==> config.mk <==
export PLATFORM = sky130hd
export DESIGN_NAME = ndp_out_packer
export DESIGN_NICKNAME = d
export VERILOG_FILES = /design/src/rtl/ndp_pkg.sv /design/src/rtl/ndp_relu.sv /design/src/rtl/ndp_out_packer.sv
export SDC_FILE = /design/constraint.sdc
export NUM_CORES = 2
export LEC_CHECK = 0
export ABC_AREA = 0
export ABC_CLOCK_PERIOD_IN_PS = 6000
export CAP_MARGIN = 0
export CORE_AREA = 4 4 486 488
export DETAILED_ROUTE_END_ITERATION = 10
export DIE_AREA = 0 0 490 492
export PLACE_DENSITY = 0.64
export SLEW_MARGIN = 20
export SYNTH_ARGS = -nofsm -noshare
export SYNTH_HDL_FRONTEND = slang
export SYNTH_SLANG_ARGS = --single-unit
==> constraint.sdc <==
create_clock -name axi_aclk -period 6 [get_ports axi_aclk]
set_input_delay 0.6 -clock axi_aclk [delete_from_list [all_inputs] [get_ports axi_aclk]]
set_output_delay 0.6 -clock axi_aclk [all_outputs]
set_load 0.1 [all_outputs]
==> src/rtl/ndp_pkg.sv <==
// Shared constants for the NDP output stage.
// Lane geometry and the AXIS word width.
package ndp_pkg;

  localparam int WIDTH = 16;
  localparam int NUM_LANES = 64;
  localparam int WORDS = NUM_LANES / 2;
  localparam int SIGN_BIT = WIDTH - 1;
  localparam int AXIS_W = 32;
  localparam logic [WIDTH-1:0] ZERO_LANE = '0;

  // Sign test shared by fp16 and two's-complement lanes.
  function automatic logic lane_neg(
    input logic [WIDTH-1:0] x
  );
    return x[SIGN_BIT];
  endfunction

endpackage

==> src/rtl/ndp_relu.sv <==
// Per-lane ReLU clamp applied at the buffer write port.
// Any lane with its sign bit set becomes zero (incl. -0.0, -NaN).
module ndp_relu
  import ndp_pkg::*;
#(
  parameter int WIDTH = ndp_pkg::WIDTH,
  parameter bit IS_FLOAT = 1'b1
) (
  input  logic             en,
  input  logic [WIDTH-1:0] d,
  output logic [WIDTH-1:0] q
);

  logic neg;

  // fp16 and integer lanes both carry the sign in the top bit.
  always_comb begin
    if (IS_FLOAT) neg = d[WIDTH-1];
    else          neg = ($signed(d) < 0);
    q = (en && neg) ? ZERO_LANE : d;
  end

endmodule

==> src/rtl/ndp_out_packer.sv <==
// NDP output stage: 2-slot ping-pong vector buffer feeding
// an AXI4-Stream port, two lanes per 32-bit word.
module ndp_out_packer
  import ndp_pkg::*;
#(
  parameter int WIDTH = ndp_pkg::WIDTH,
  parameter bit IS_FLOAT = 1'b1,
  parameter int NUM_LANES = ndp_pkg::NUM_LANES
) (
  input  logic                       axi_aclk,
  input  logic                       axi_aresetn,
  input  logic                       res_valid,
  output logic                       res_ready,
  input  logic [NUM_LANES*WIDTH-1:0] res_data,
  input  logic                       is_relu_in,
  input  logic                       is_last_in,
  output logic [AXIS_W-1:0]          m_axis_tdata,
  output logic                       m_axis_tlast,
  output logic                       m_axis_tvalid,
  input  logic                       m_axis_tready,
  output logic                       busy
);

  localparam int NW = NUM_LANES / 2;
  localparam int IW = (NW > 1) ? $clog2(NW) : 1;
  localparam int VW = NUM_LANES * WIDTH;
  localparam logic [IW-1:0] LAST_IDX = IW'(NW - 1);

  logic [VW-1:0] wr_data;
  logic [VW-1:0] slot_data [2];
  logic [1:0]    slot_last;
  logic          wr_ptr;
  logic          rd_ptr;
  logic [1:0]    count;
  logic [1:0]    count_nxt;
  logic [IW-1:0] word_idx;
  logic          rdy_q;
  logic          push;
  logic          pop;
  logic          pop_end;

  for (genvar i = 0; i < NUM_LANES; i++) begin : g_relu
    ndp_relu #(
      .WIDTH    (WIDTH),
      .IS_FLOAT (IS_FLOAT)
    ) u_relu (
      .en (is_relu_in),
      .d  (res_data[i*WIDTH +: WIDTH]),
      .q  (wr_data[i*WIDTH +: WIDTH])
    );
  end

  assign res_ready     = rdy_q;
  assign m_axis_tvalid = (count != 2'd0);
  assign busy          = (count != 2'd0);
  assign m_axis_tdata  =
    slot_data[rd_ptr][int'(word_idx)*AXIS_W +: AXIS_W];
  assign m_axis_tlast  =
    slot_last[rd_ptr] && (word_idx == LAST_IDX);

  // Handshake decode and next occupancy.
  always_comb begin
    push      = res_valid && rdy_q;
    pop       = m_axis_tvalid && m_axis_tready;
    pop_end   = pop && (word_idx == LAST_IDX);
    count_nxt = count;
    if (push && !pop_end)      count_nxt = count + 2'd1;
    else if (!push && pop_end) count_nxt = count - 2'd1;
  end

  // Slot storage: clamped vector and its last flag.
  always_ff @(posedge axi_aclk or negedge axi_aresetn) begin
    if (!axi_aresetn) begin
      slot_data[0] <= '0;
      slot_data[1] <= '0;
      slot_last    <= '0;
    end else if (push) begin
      slot_data[wr_ptr] <= wr_data;
      slot_last[wr_ptr] <= is_last_in;
    end
  end

  // Pointers, occupancy, word index and registered ready.
  always_ff @(posedge axi_aclk or negedge axi_aresetn) begin
    if (!axi_aresetn) begin
      wr_ptr   <= 1'b0;
      rd_ptr   <= 1'b0;
      count    <= 2'd0;
      word_idx <= '0;
      rdy_q    <= 1'b0;
    end else begin
      count <= count_nxt;
      rdy_q <= (count_nxt != 2'd2);
      if (push) wr_ptr <= ~wr_ptr;
      if (pop_end) begin
        rd_ptr   <= ~rd_ptr;
        word_idx <= '0;
      end else if (pop) begin
        word_idx <= word_idx + 1'b1;
      end
    end
  end

endmodule
== Yosys cells after proc, flatten, opt, wreduce, memory -nomap -nowiden ==
Cells that the tools add are included.
Widths: inputs -> output; s select.
Word-level totals
  bits in registers: 2060
  input bits: 1030
  output and inout port bits: 36
  word-level logic and storage cells: 179
Cells by class
  add/sub/neg operators: 3
  magnitude comparators: 6
  eq/ne operators: 2
  shifts and indexed selects: 1
  mux-type cells: 79
  bitwise gates (word level): 4
  reductions and logical operators: 76
Operators by type and width (count)
  $mux 1024: 4
  $bwmux 2048: 1
  $demux 1024 s1: 1
  $mux 16: 64
  $shiftx 1024x11->32: 1
  $logic_and 1x1->1: 72
  $mux 5: 2
  $add 5x1->5 const B: 1
  $eq 5x5->1 const B: 1
  $ge 2x2->1 const B: 2
  $lt 1x2->1 const B: 2
  $mux 2: 2
  $not 1->2: 2
  $reduce_bool 2->1: 2
  $mux 1: 3
  $add 2x1->2 const B: 1
  $bwmux 2: 1
  $logic_not 1->1: 2
  $lt 2x1->1 const B: 1
  $ne 2x2->1 const B: 1
  $not 1->1: 2
  $sub 2x1->2 const B: 1
  $demux 1 s1: 1
  $ge 1x1->1 const B: 1

== Depth between registers and ports, before layout ==
  depth after elaboration: 7
  mapped depth: 11
  depth with buffers taken out: 8

== Hierarchy ==
Synthesis repeated with hierarchy kept, for this count alone.
Second synthesis, totals
  cells, all modules: 8736
  area total of the unflattened synthesis: 104173.7 sq um
Modules (own cells, without submodules)
  ndp_out_packer: instances 1, cells an instance 7584, area each 92562.5 sq um, seq. area each 51549.4 sq um
  ndp_relu: instances 64, cells an instance 18, area each 181.4 sq um, seq. area each 0.0 sq um

== Worst setup path before layout ==
Ideal clock, no wire load.
  path kind: reg-to-output
  from: reg word_idx[0]
  to: out m_axis_tdata[8]
  arrival: 3.758 ns
  required time: 5.400 ns
  slack: 1.642 ns
  stages on the path, launching flop included: 10
  buffers on the path: 5
  cells stage by stage: dfrtp_1 -> buf_4 -> buf_4 -> buf_6 -> buf_6 -> buf_4 -> o22ai_1 -> a211oi_1 -> o22ai_1 -> a211oi_1
Between the ends
  cells in the longest elaborated chain, start to end: 1
RTL lines
  start: declaration: RTL line ndp_out_packer.sv:36  | logic [IW-1:0] word_idx;
  start signal: assignment: RTL line ndp_out_packer.sv:99  | word_idx <= word_idx + 1'b1;
  $shiftx 1024x11->32: RTL line ndp_out_packer.sv:57  | slot_data[rd_ptr][int'(word_idx)*AXIS_W +: AXIS_W];
  end: declaration: RTL line ndp_out_packer.sv:17  | output logic [AXIS_W-1:0] m_axis_tdata,
Every way passes these cells.

== Worst setup path in the final report ==
  from: reg word_idx[2]
  to: out m_axis_tdata[14]
Same word-level chain as after synthesis.

==> run metrics <==
status finished, final reports clean; Max Cap Violations 0; Synth cell types 47; Hold Path Sink slot_data[1453]$_DFFE_PN0P_; cell count of the worst reg-to-reg path 7; DP Worst Slack 971 ps; # rows 177; area grow syn2layout 22.3%; nets@finish 10800; max-slew violation count 0; initial antenna violation count 68; Worst Max-Slew Pin Slew 1100 ps; mean post-synth cell area 10.2 um^2; asr flop ratio synth 100%; maximum vdd drop 0.000527 V; layout cells sized above 1 10.6%; min Tclk post-route 5570 ps; Final Cell Area 113000 um^2; RSZ-0062 raised after global routing no; setup TNS 0 ps; Placed Area 105000 um^2; Post-synth EDFFs 0; ys flop type dfrtp_1; Reg-to-Reg End res_ready$_DFF_PN0_; Crit Path Category reg2out; Tot GR Track Use 31.2%; Hold-fix buffers, CTS 1; CTS tree done; Initial DRC Count 9485; CP startpoint kind flop; fin util 48.7%; I/O Buffers 1065; Req. time, crit path 5400 ps; first-pass iteration count of the detailed router 7; Slowest Stage Delay on Critical Path 760 ps; hold slack 280 ps; relative slew slack 26.5%; H-tree depth 4; # IOs 1066; met1 usage 42.0%; Min-Delay Path Class in2reg; crit-path max FO 31; CTS max path bufs 3; DRC viols 0; die area 241000 um^2; fill cell count 20800; Fmax 0.179 GHz; post-route setup slack 428 ps; Synth Cell Area 92200 um^2; Hold Crit Depth 3; gr busiest metal met2; clk slew on worst S/H paths 60 ps; chip width 490 um; Detail Route Antenna Nets 0; Mapped Nets 10100; commonest non-fill, non-tap cell in the layout nand2_1; most frequent cells in the layout 3169 x nand2_1, 2063 x o21ai_0, 2055 x dfrtp_1; routed vias/inst 5.77; register area share after synthesis 55.9%; clk_lat worst skew 900 ps; Post-Route WL 383 mm; number of global-route vias before repair 74700; Synth warnings 0; Crit path arrival time 4970 ps; synthesized flop and latch total 2060; root buffer cell clkbuf_16; Final Skew 34.5 ps; Worst path slowest cell dfrtp_4; Initial Util 39.8%; Setup violations, final 0; CP Capture Type output port; Hold Violations, Final 0; crit-path leading delay family simple AND/OR/NAND/NOR gates; static leakage 49.7 nW; die height 492 um; area of the multi-input gates 37500 um^2; GR Overflow Total 0; power density over the cells 560 nW/um^2; FF-to-FF setup slack 2920 ps; largest net degree at the start of global routing 241; Final Cycle Share 92.9%; wire per inst 29.4 um; met3 GRT Util 8.20%; GR Util met2 45.8%; r2r startpoint word_idx[0]$_DFFE_PN0P_; worst path buffer plus inverter count 2; critical-path cell list buf_4, nand2_1, or2_2, o221ai_1, o22ai_1, and3_1, buf_4; Post-CTS Setup Inserts 0; hpwl dp 292 mm; CTS Buf Count 213; gpl congestion 0.983; Synth Instances 9086; core area 232000 um^2; first-pass GRT wire length 544 mm; Vias 75300; most used cell, CP buf_4; Hold Path Origin res_data[429]; Clock Sinks 2060; register area 51600 um^2; Worst path depth 7; post_cts resized 0
Yosys cell counts (2+ instances only):
master / number / area, um^2
buf_6: 20 / 225
buf_1: 34 / 128
o22ai_1: 63 / 394
a21oi_1: 5 / 25.0
a221oi_1: 2 / 17.5
nor3_1: 3 / 15.0
buf_4: 22 / 165
o221ai_1: 50 / 438
or2_2: 4 / 25.0
nor2b_1: 8 / 50.1
clkbuf_1: 465 / 1750
nor4_1: 2 / 12.5
nand2_1: 3170 / 11900
a22oi_1: 54 / 405
o221a_1: 3 / 33.8
nand2b_1: 74 / 463
o21ai_0: 2063 / 10300
nand4_1: 49 / 307
and4_1: 2 / 17.5
a32oi_1: 3 / 26.3
a221o_1: 4 / 40.0
mux2i_1: 60 / 601
mux4_2: 496 / 11200
inv_1: 4 / 15.0
mux2_2: 17 / 191
buf_2: 180 / 901
ha_1: 3 / 37.5
a2111oi_0: 2 / 17.5
a211oi_1: 15 / 113
and3_1: 35 / 219
nor2_1: 11 / 41.3
and2_1: 11 / 68.8
o21ai_1: 5 / 25.0
buf_8: 4 / 60.1
a311oi_1: 3 / 26.3
dfrtp_1: 2060 / 51500
nand3_1: 66 / 330
xnor2_1: 3 / 26.3
a31oi_1: 3 / 18.8
metal layers:
metal  part of all wire, %  wire (um)
met1                    40     154000
met2                    44     168000
met4                   6.4      24500
met3                   9.4      36100
met5                 0.064        244
logic make-up (layout without fill, tap and decap cells):
family                     count (synthesis)  after routing  synth area share [%]
xor gates and xnor gates                   3              3                0.0285
DFF                                     2060           2060                  55.9
other                                      0             55                     0
AOI/OAI and AO/OA                       2279           2279                  12.9
muxes                                    573            573                  13.0
buffers and inverters                    730           1601                  3.52
and+or+nand+nor                         3438           3438                  14.6
adders and majority gates                  3              3                0.0407
state kept, by name (all words and copies together) (netlist names):
register   cells
word_idx       5
slot_last      2
slot_data   2048
res_ready      1
rd_ptr         1
count          2
wr_ptr         1
power by group:
group          internal (W)  switching [W]
clock network       0.00790        0.00584
registers            0.0199        0.00355
logic               0.00915         0.0168
worst max path at each step:
stage	endpoint	slack (ps)	start
2_1_floorplan	m_axis_tdata[8]	1640	word_idx[0]$_DFFE_PN0P_
4_1_cts	m_axis_tdata[22]	10	rd_ptr$_DFFE_PN0P_
5_1_grt	m_axis_tdata[22]	300	word_idx[1]$_DFFE_PN0P_
3_5_place_dp	m_axis_tdata[22]	970	rd_ptr$_DFFE_PN0P_
3_3_place_gp	m_axis_tdata[10]	1010	rd_ptr$_DFFE_PN0P_
6_report	m_axis_tdata[14]	430	word_idx[2]$_DFFE_PN0P_
cell type report:
type	instances	share of cell area [%]
antenna	55	0.122
sequential	2060	45.7
timing repair buffer	1207	11.1
inverter	5	0.0166
clock buffer	324	5.65
multi-input combinational	6296	33.2
clock inverter	65	0.812
tap	3043	3.37
worst reg2reg max path: cells and delay by family, from the launching register on:
kind                       cells  cell delay [ps]
DFF                            1             1100
adders and majority gates      2              840
and+or+nand+nor                3              580
AOI/OAI and AO/OA              2              450
metrics by stage:
step	total power, W	cells
6_report	0.0631	13100
5_1_grt	0.0661	13000
4_1_cts	0.0630	13000
3_5_place_dp	0.0493	12600
3_3_place_gp	0.0484	12600
2_1_floorplan	0.0383	9086
Power figures use the tool's default switching activity.
